**src/rtl/tilegen_layer_mixer.sv**
```systemverilog
// Multi-layer tile pixel mixer: skewed daisy-chain priority resolve with per-layer enable,
// priority override, background colour and VSYNC-committed shadow registers.
module tilegen_layer_mixer #(
  parameter int unsigned NUM_LAYERS = 4,
  parameter int unsigned PR_W       = 3,
  parameter int unsigned CL_W       = 8,
  parameter int unsigned DT_W       = 3
) (
  input  logic                       CLK_6M,
  input  logic                       RST_N,
  input  logic                       VSYNC,
  input  logic                       HBLANK,
  input  logic                       VBLANK,
  input  logic [NUM_LAYERS*PR_W-1:0] LPR,
  input  logic [NUM_LAYERS*CL_W-1:0] LCL,
  input  logic [NUM_LAYERS*DT_W-1:0] LDT,
  input  logic [3:0]                 CA,
  input  logic                       WE,
  input  logic [7:0]                 CD,
  output logic [PR_W-1:0]            PRO,
  output logic [CL_W-1:0]            CLO,
  output logic [DT_W-1:0]            DTO,
  output logic                       BLANK_O
);

  logic                  vsync_q;
  logic                  commit;
  logic [NUM_LAYERS-1:0] en_sh, en_q;
  logic [CL_W-1:0]       bg_sh, bg_q;
  logic [NUM_LAYERS-1:0] ov_en_sh, ov_en_q;
  logic [PR_W-1:0]       ov_pr_sh [NUM_LAYERS];
  logic [PR_W-1:0]       ov_pr_q  [NUM_LAYERS];

  // Commit copies the pre-write shadow when a write lands in the same cycle.
  assign commit = VSYNC & ~vsync_q;

  always_ff @(posedge CLK_6M or negedge RST_N) begin
    if (!RST_N) begin
      vsync_q  <= 1'b0;
      en_sh    <= '1;
      en_q     <= '1;
      bg_sh    <= '0;
      bg_q     <= '0;
      ov_en_sh <= '0;
      ov_en_q  <= '0;
      for (int i = 0; i < NUM_LAYERS; i++) begin
        ov_pr_sh[i] <= '0;
        ov_pr_q[i]  <= '0;
      end
    end else begin
      vsync_q <= VSYNC;
      if (commit) begin
        en_q    <= en_sh;
        bg_q    <= bg_sh;
        ov_en_q <= ov_en_sh;
        ov_pr_q <= ov_pr_sh;
      end
      if (WE) begin
        if (CA == 4'd0) en_sh <= CD[NUM_LAYERS-1:0];
        if (CA == 4'd1) bg_sh <= CL_W'(CD);
        for (int i = 0; i < NUM_LAYERS; i++) begin
          if (CA == 4'(i + 2)) begin
            ov_en_sh[i] <= CD[7];
            ov_pr_sh[i] <= CD[PR_W-1:0];
          end
        end
      end
    end
  end

  logic [PR_W-1:0] lay_pr [NUM_LAYERS];
  logic [CL_W-1:0] lay_cl [NUM_LAYERS];
  logic [DT_W-1:0] lay_dt [NUM_LAYERS];

  for (genvar g = 0; g < NUM_LAYERS; g++) begin : g_skew
    if (g == 0) begin : g_direct
      assign lay_pr[g] = LPR[g*PR_W +: PR_W];
      assign lay_cl[g] = LCL[g*CL_W +: CL_W];
      assign lay_dt[g] = LDT[g*DT_W +: DT_W];
    end else begin : g_delay
      logic [PR_W-1:0] pr_sr [g];
      logic [CL_W-1:0] cl_sr [g];
      logic [DT_W-1:0] dt_sr [g];

      always_ff @(posedge CLK_6M or negedge RST_N) begin
        if (!RST_N) begin
          for (int d = 0; d < g; d++) begin
            pr_sr[d] <= '0;
            cl_sr[d] <= '0;
            dt_sr[d] <= '1;
          end
        end else begin
          pr_sr[0] <= LPR[g*PR_W +: PR_W];
          cl_sr[0] <= LCL[g*CL_W +: CL_W];
          dt_sr[0] <= LDT[g*DT_W +: DT_W];
          for (int d = 1; d < g; d++) begin
            pr_sr[d] <= pr_sr[d-1];
            cl_sr[d] <= cl_sr[d-1];
            dt_sr[d] <= dt_sr[d-1];
          end
        end
      end

      assign lay_pr[g] = pr_sr[g-1];
      assign lay_cl[g] = cl_sr[g-1];
      assign lay_dt[g] = dt_sr[g-1];
    end
  end

  logic [PR_W-1:0] stg_pr_q [NUM_LAYERS];
  logic [PR_W-1:0] stg_pr_d [NUM_LAYERS];
  logic [CL_W-1:0] stg_cl_q [NUM_LAYERS];
  logic [CL_W-1:0] stg_cl_d [NUM_LAYERS];
  logic [DT_W-1:0] stg_dt_q [NUM_LAYERS];
  logic [DT_W-1:0] stg_dt_d [NUM_LAYERS];
  logic            stg_bl_q [NUM_LAYERS];
  logic            stg_bl_d [NUM_LAYERS];
  logic [PR_W-1:0] car_pr   [NUM_LAYERS+1];
  logic [CL_W-1:0] car_cl   [NUM_LAYERS+1];
  logic [DT_W-1:0] car_dt   [NUM_LAYERS+1];
  logic            car_bl   [NUM_LAYERS+1];

  always_comb begin
    logic [PR_W-1:0] eff_pr;
    eff_pr    = '0;
    car_pr[0] = '0;
    car_cl[0] = bg_q;
    car_dt[0] = '1;
    car_bl[0] = HBLANK | VBLANK;
    for (int k = 1; k <= NUM_LAYERS; k++) begin
      car_pr[k] = stg_pr_q[k-1];
      car_cl[k] = stg_cl_q[k-1];
      car_dt[k] = stg_dt_q[k-1];
      car_bl[k] = stg_bl_q[k-1];
    end
    for (int i = 0; i < NUM_LAYERS; i++) begin
      eff_pr      = ov_en_q[i] ? ov_pr_q[i] : lay_pr[i];
      stg_pr_d[i] = car_pr[i];
      stg_cl_d[i] = car_cl[i];
      stg_dt_d[i] = car_dt[i];
      stg_bl_d[i] = car_bl[i];
      // >= lets the higher-index layer win ties.
      if (en_q[i] && (lay_dt[i] != '1) && (eff_pr >= car_pr[i])) begin
        stg_pr_d[i] = eff_pr;
        stg_cl_d[i] = lay_cl[i];
        stg_dt_d[i] = lay_dt[i];
      end
    end
  end

  always_ff @(posedge CLK_6M or negedge RST_N) begin
    if (!RST_N) begin
      for (int i = 0; i < NUM_LAYERS; i++) begin
        stg_pr_q[i] <= '0;
        stg_cl_q[i] <= '0;
        stg_dt_q[i] <= '1;
        stg_bl_q[i] <= 1'b1;
      end
      PRO     <= '0;
      CLO     <= '0;
      DTO     <= '1;
      BLANK_O <= 1'b1;
    end else begin
      stg_pr_q <= stg_pr_d;
      stg_cl_q <= stg_cl_d;
      stg_dt_q <= stg_dt_d;
      stg_bl_q <= stg_bl_d;
      BLANK_O  <= car_bl[NUM_LAYERS];
      if (car_bl[NUM_LAYERS]) begin
        PRO <= '0;
        CLO <= bg_q;
        DTO <= '1;
      end else begin
        PRO <= car_pr[NUM_LAYERS];
        CLO <= car_cl[NUM_LAYERS];
        DTO <= car_dt[NUM_LAYERS];
      end
    end
  end

endmodule

```
**config.mk**
```make
export PLATFORM = sky130hd
export DESIGN_NAME = tilegen_layer_mixer
export DESIGN_NICKNAME = d
export VERILOG_FILES = /design/src/rtl/tilegen_layer_mixer.sv
export SDC_FILE = /design/constraint.sdc
export NUM_CORES = 1
export LEC_CHECK = 0
export CORE_UTILIZATION = 48
export CTS_BUF_LIST = sky130_fd_sc_hd__clkbuf_8 sky130_fd_sc_hd__clkbuf_16
export DETAILED_ROUTE_END_ITERATION = 12
export GPL_TIMING_DRIVEN = 0
export PLACE_DENSITY = 0.7
export SKIP_CTS_REPAIR_TIMING = 1
export SYNTH_ARGS = -nofsm -noshare
export SYNTH_HDL_FRONTEND = slang
export SYNTH_SLANG_ARGS = --single-unit
```
**constraint.sdc**
```tcl
create_clock -name CLK_6M -period 5.55 [get_ports CLK_6M]
set_clock_uncertainty 0.1 [all_clocks]
set_input_delay 1.3875 -clock CLK_6M [delete_from_list [all_inputs] [get_ports CLK_6M]]
set_output_delay 1.3875 -clock CLK_6M [all_outputs]
set_load 0.03 [all_outputs]
```
==> qor.txt <==
Worst Setup Path Type: reg -> out
TritonCTS Buffers: 22
Number of buffers inserted by port buffering: 88
Delay of the slowest critical-path stage: 0.71 ns
Synthesis-to-layout area growth: 25.3%
Total Routed Length: 12500 microns
Distinct cell type count after synthesis: 24
Crit path max-delay family: buffers and inverters
Clk sink count: 216
Placed Instances: 690
Sequential cell area: 5460 sq um
Sequential cell area fraction in the yosys report: 73.2%
Static power due to leakage: 4.21 nW
Gp weighted congestion: 0.719
CTS tree: done
Total placed instance area: 8640 sq um
Outcome: completed
Die extent in y: 127 microns
Cell Area, Synth: 7460 sq um
Final hold vios: 0
Gate Count Post-Synth: 412
Io pins: 89
Critical path buffers and inverters: 1
Maximum operating frequency: 0.311 GHz
Number of optimization iterations in the first detailed-route pass: 4
WL/cell: 17.2 microns
FILL cells: 1114
Count of non-filler cells in the finished layout: 730
Maximum net fanout on the critical path: 1
Required time of the worst setup path: 4.06 ns
Worst setup EP type: output pin
Cell breakdown of the critical path: clkdlybuf4s50_1
Net count, final: 609
Clk root buf: sky130_fd_sc_hd__clkbuf_16
Area share of the largest cell type after synthesis: 57.0%
Width of the die: 127 microns
Least-Margin Pin Slew: 0.593 ns
Final global-route overflow total: 0
Initial cell density of the core: 49.1%
First-pass GRT wire length: 21000 microns
Final min period: 3.21 ns
CORE AREA: 15200 sq um
Yosys Warn Count: 0
Count of antenna-violating nets left after detailed routing: 0
Synth Area per Inst: 18.1 sq um
Max-cap viol count: 0
Worst-case headroom to the max-slew limit: 60.5%
Area of the die: 16000 sq um
Initial DRC Count: 148
Global-route usage over all layers: 17.2%
Total DRC errors in the routed layout: 0
Cell taking the most area after synthesis: sky130_fd_sc_hd__dfrtp_1
Top area cells in the synthesized netlist: sky130_fd_sc_hd__dfrtp_1, sky130_fd_sc_hd__dfstp_2, sky130_fd_sc_hd__mux2_2
Clock latency reported for the late side of the worst-skew pair: 0.50 ns
Pin count of the biggest net entering global routing: 80
Share of post-route cells with drive strength above 1: 40.0%
Final HPWL from detailed placement: 8350 microns
Unrepaired setup endpoints after global routing: false
DR vias: 3602
Post-route fraction of the period consumed by the critical path: 57.9%
Clock transition at the registers of the reported paths: 0.06 ns
Kind of start point of the critical path: flip-flop
Number of global-route vias before repair: 4024
Final antenna diode count: 0
Per-cell via count in the routed design: 4.93
Syn nets: 495
Total power per unit cell area: 474 nW/um^2
Worst-case clock buffer depth: 3
Placement row count: 45
Arr. time, crit path: 1.73 ns
Synthesis-stage register bit count: 216
Number of antenna violations at the first check in global routing: 0
Area of all placed cells without fillers: 9350 sq um
Final setup fails: 0
HP Class: reg -> reg
Multi-input gate area in the final layout: 1910 sq um
Number of H-tree levels: 1
Slowest cell on the critical path: sky130_fd_sc_hd__clkdlybuf4s50_1
Number of slew-limit violations in the final report: 0
Max rail drop VDD: 0.000258 V
[path summary, 6_finish.rpt]
check,start,endpoint,slack (ns),depth (start not counted)
min reg2reg,g_skew[3].g_delay.cl_sr[11]$_DFF_PN0_,g_skew[3].g_delay.cl_sr[3]$_DFF_PN0_,0.24,0
min,g_skew[3].g_delay.cl_sr[11]$_DFF_PN0_,g_skew[3].g_delay.cl_sr[3]$_DFF_PN0_,0.24,0
max in group asynchronous,RST_N,g_skew[2].g_delay.dt_sr[5]$_DFF_PN1_,3.51,3
max reg2reg,ov_en_q[2]$_DFFE_PN0P_,car_cl[11]$_DFF_PN0_,3.26,7
min in group asynchronous,RST_N,CLO[6]$_DFF_PN0_,0.72,1
max,DTO[2]$_DFF_PN1_,DTO[2],2.34,1
[sequential cells by signal, indices dropped and copies added, names as in the netlist]
name and flops:
g_skew.g_delay.cl_sr 48, car_cl 32, g_skew.g_delay.dt_sr 18, g_skew.g_delay.pr_sr 18, car_dt 12, car_pr 12
ov_pr_q 12, ov_pr_sh 12, CLO 8, bg_q 8, bg_sh 8, car_bl 4
en_q 4, en_sh 4, ov_en_q 4, ov_en_sh 4, DTO 3, PRO 3
BLANK_O 1, vsync_q 1
[power by group]
part	internal, mW	switching (mW)
Sequential	1.96	0.149
Combinational	0.541	0.373
Clock	0.835	0.570
Total	3.34	1.09
[placed cells by master, fill, tap and decap left out, types with 2 or more instances in the layout]
cell type / n
sky130_fd_sc_hd__a21oi_1: 3
sky130_fd_sc_hd__buf_16: 2
sky130_fd_sc_hd__buf_2: 4
sky130_fd_sc_hd__buf_6: 3
sky130_fd_sc_hd__clkbuf_16: 22
sky130_fd_sc_hd__clkbuf_8: 5
sky130_fd_sc_hd__clkdlybuf4s50_1: 87
sky130_fd_sc_hd__clkinv_2: 3
sky130_fd_sc_hd__dfrtp_1: 170
sky130_fd_sc_hd__dfstp_2: 46
sky130_fd_sc_hd__ha_1: 9
sky130_fd_sc_hd__inv_1: 17
sky130_fd_sc_hd__mux2_2: 86
sky130_fd_sc_hd__mux2_4: 31
sky130_fd_sc_hd__mux2i_1: 9
sky130_fd_sc_hd__nand2_1: 6
sky130_fd_sc_hd__nand2b_1: 3
sky130_fd_sc_hd__nand3_1: 5
sky130_fd_sc_hd__nand3_2: 3
sky130_fd_sc_hd__nor2_1: 4
sky130_fd_sc_hd__nor2b_1: 7
sky130_fd_sc_hd__nor3b_2: 2
sky130_fd_sc_hd__o21ai_1: 3
sky130_fd_sc_hd__or2_2: 4
[through the flow]
step                      hold slack (ns)  power [mW]  util [%]  worst slack [ns]  setup TNS, ns
final                               0.244        4.43      61.5              2.34              0
after detailed placement            0.235        3.06      56.8              2.33              0
after global placement              0.232        3.02      56.4             -5.31       -1027.00
after floorplan                     0.231        2.74         -              3.08              0
after global routing                0.254        4.65      61.5              2.32              0
after CTS                           0.245        4.48      61.5              2.31              0
[cells by family (layout without fill, tap and decap cells)]
kind of cell / Yosys count / after routing / synth area share, %
fa+ha+maj: 9 / 9 / 1.51
mux: 126 / 126 / 20.4
flops: 216 / 216 / 73.2
buf+inv: 17 / 147 / 1.22
compound gates: 6 / 6 / 0.402
simple gates: 38 / 38 / 3.24
[Yosys cell counts]
| cell | n |
|---|---|
| sky130_fd_sc_hd__nand3_2 | 3 |
| sky130_fd_sc_hd__nor2_1 | 4 |
| sky130_fd_sc_hd__inv_1 | 9 |
| sky130_fd_sc_hd__nor2_2 | 1 |
| sky130_fd_sc_hd__or2_2 | 4 |
| sky130_fd_sc_hd__nor3b_2 | 2 |
| sky130_fd_sc_hd__nand3_1 | 5 |
| sky130_fd_sc_hd__nor2b_1 | 7 |
| sky130_fd_sc_hd__nand3b_1 | 1 |
| sky130_fd_sc_hd__nand3b_2 | 1 |
| sky130_fd_sc_hd__dfrtp_1 | 170 |
| sky130_fd_sc_hd__mux2i_1 | 9 |
| sky130_fd_sc_hd__clkbuf_1 | 1 |
| sky130_fd_sc_hd__nand2b_1 | 3 |
| sky130_fd_sc_hd__ha_1 | 9 |
| sky130_fd_sc_hd__mux2_4 | 31 |
| sky130_fd_sc_hd__o21ai_1 | 3 |
| sky130_fd_sc_hd__mux2_2 | 86 |
| sky130_fd_sc_hd__dfstp_2 | 46 |
| sky130_fd_sc_hd__a21oi_1 | 3 |
| sky130_fd_sc_hd__or3_4 | 1 |
| sky130_fd_sc_hd__buf_2 | 4 |
| sky130_fd_sc_hd__buf_6 | 3 |
| sky130_fd_sc_hd__nand2_1 | 6 |
[routing by layer]
metal  global-route usage (%)  vias to the layer above  wire, microns
met1                     22.7                     1881           5440
met2                     29.1                       69           6280
met5                        0                        -              0
met4                     5.88                        0            298
met3                     3.08                       26            517
li1                         -                     1626              -
[final cells by class]
type                    count  share of cell area, %
clock buffers              27                   6.62
well taps                 188                   2.52
inverters                   9                  0.361
repair buffers             90                   10.1
flip-flops and latches    216                   58.4
plain buffers               8                  0.616
clock inverters            13                  0.977
multi-input cells         179                   20.4
(Power assumes the default switching activity.)
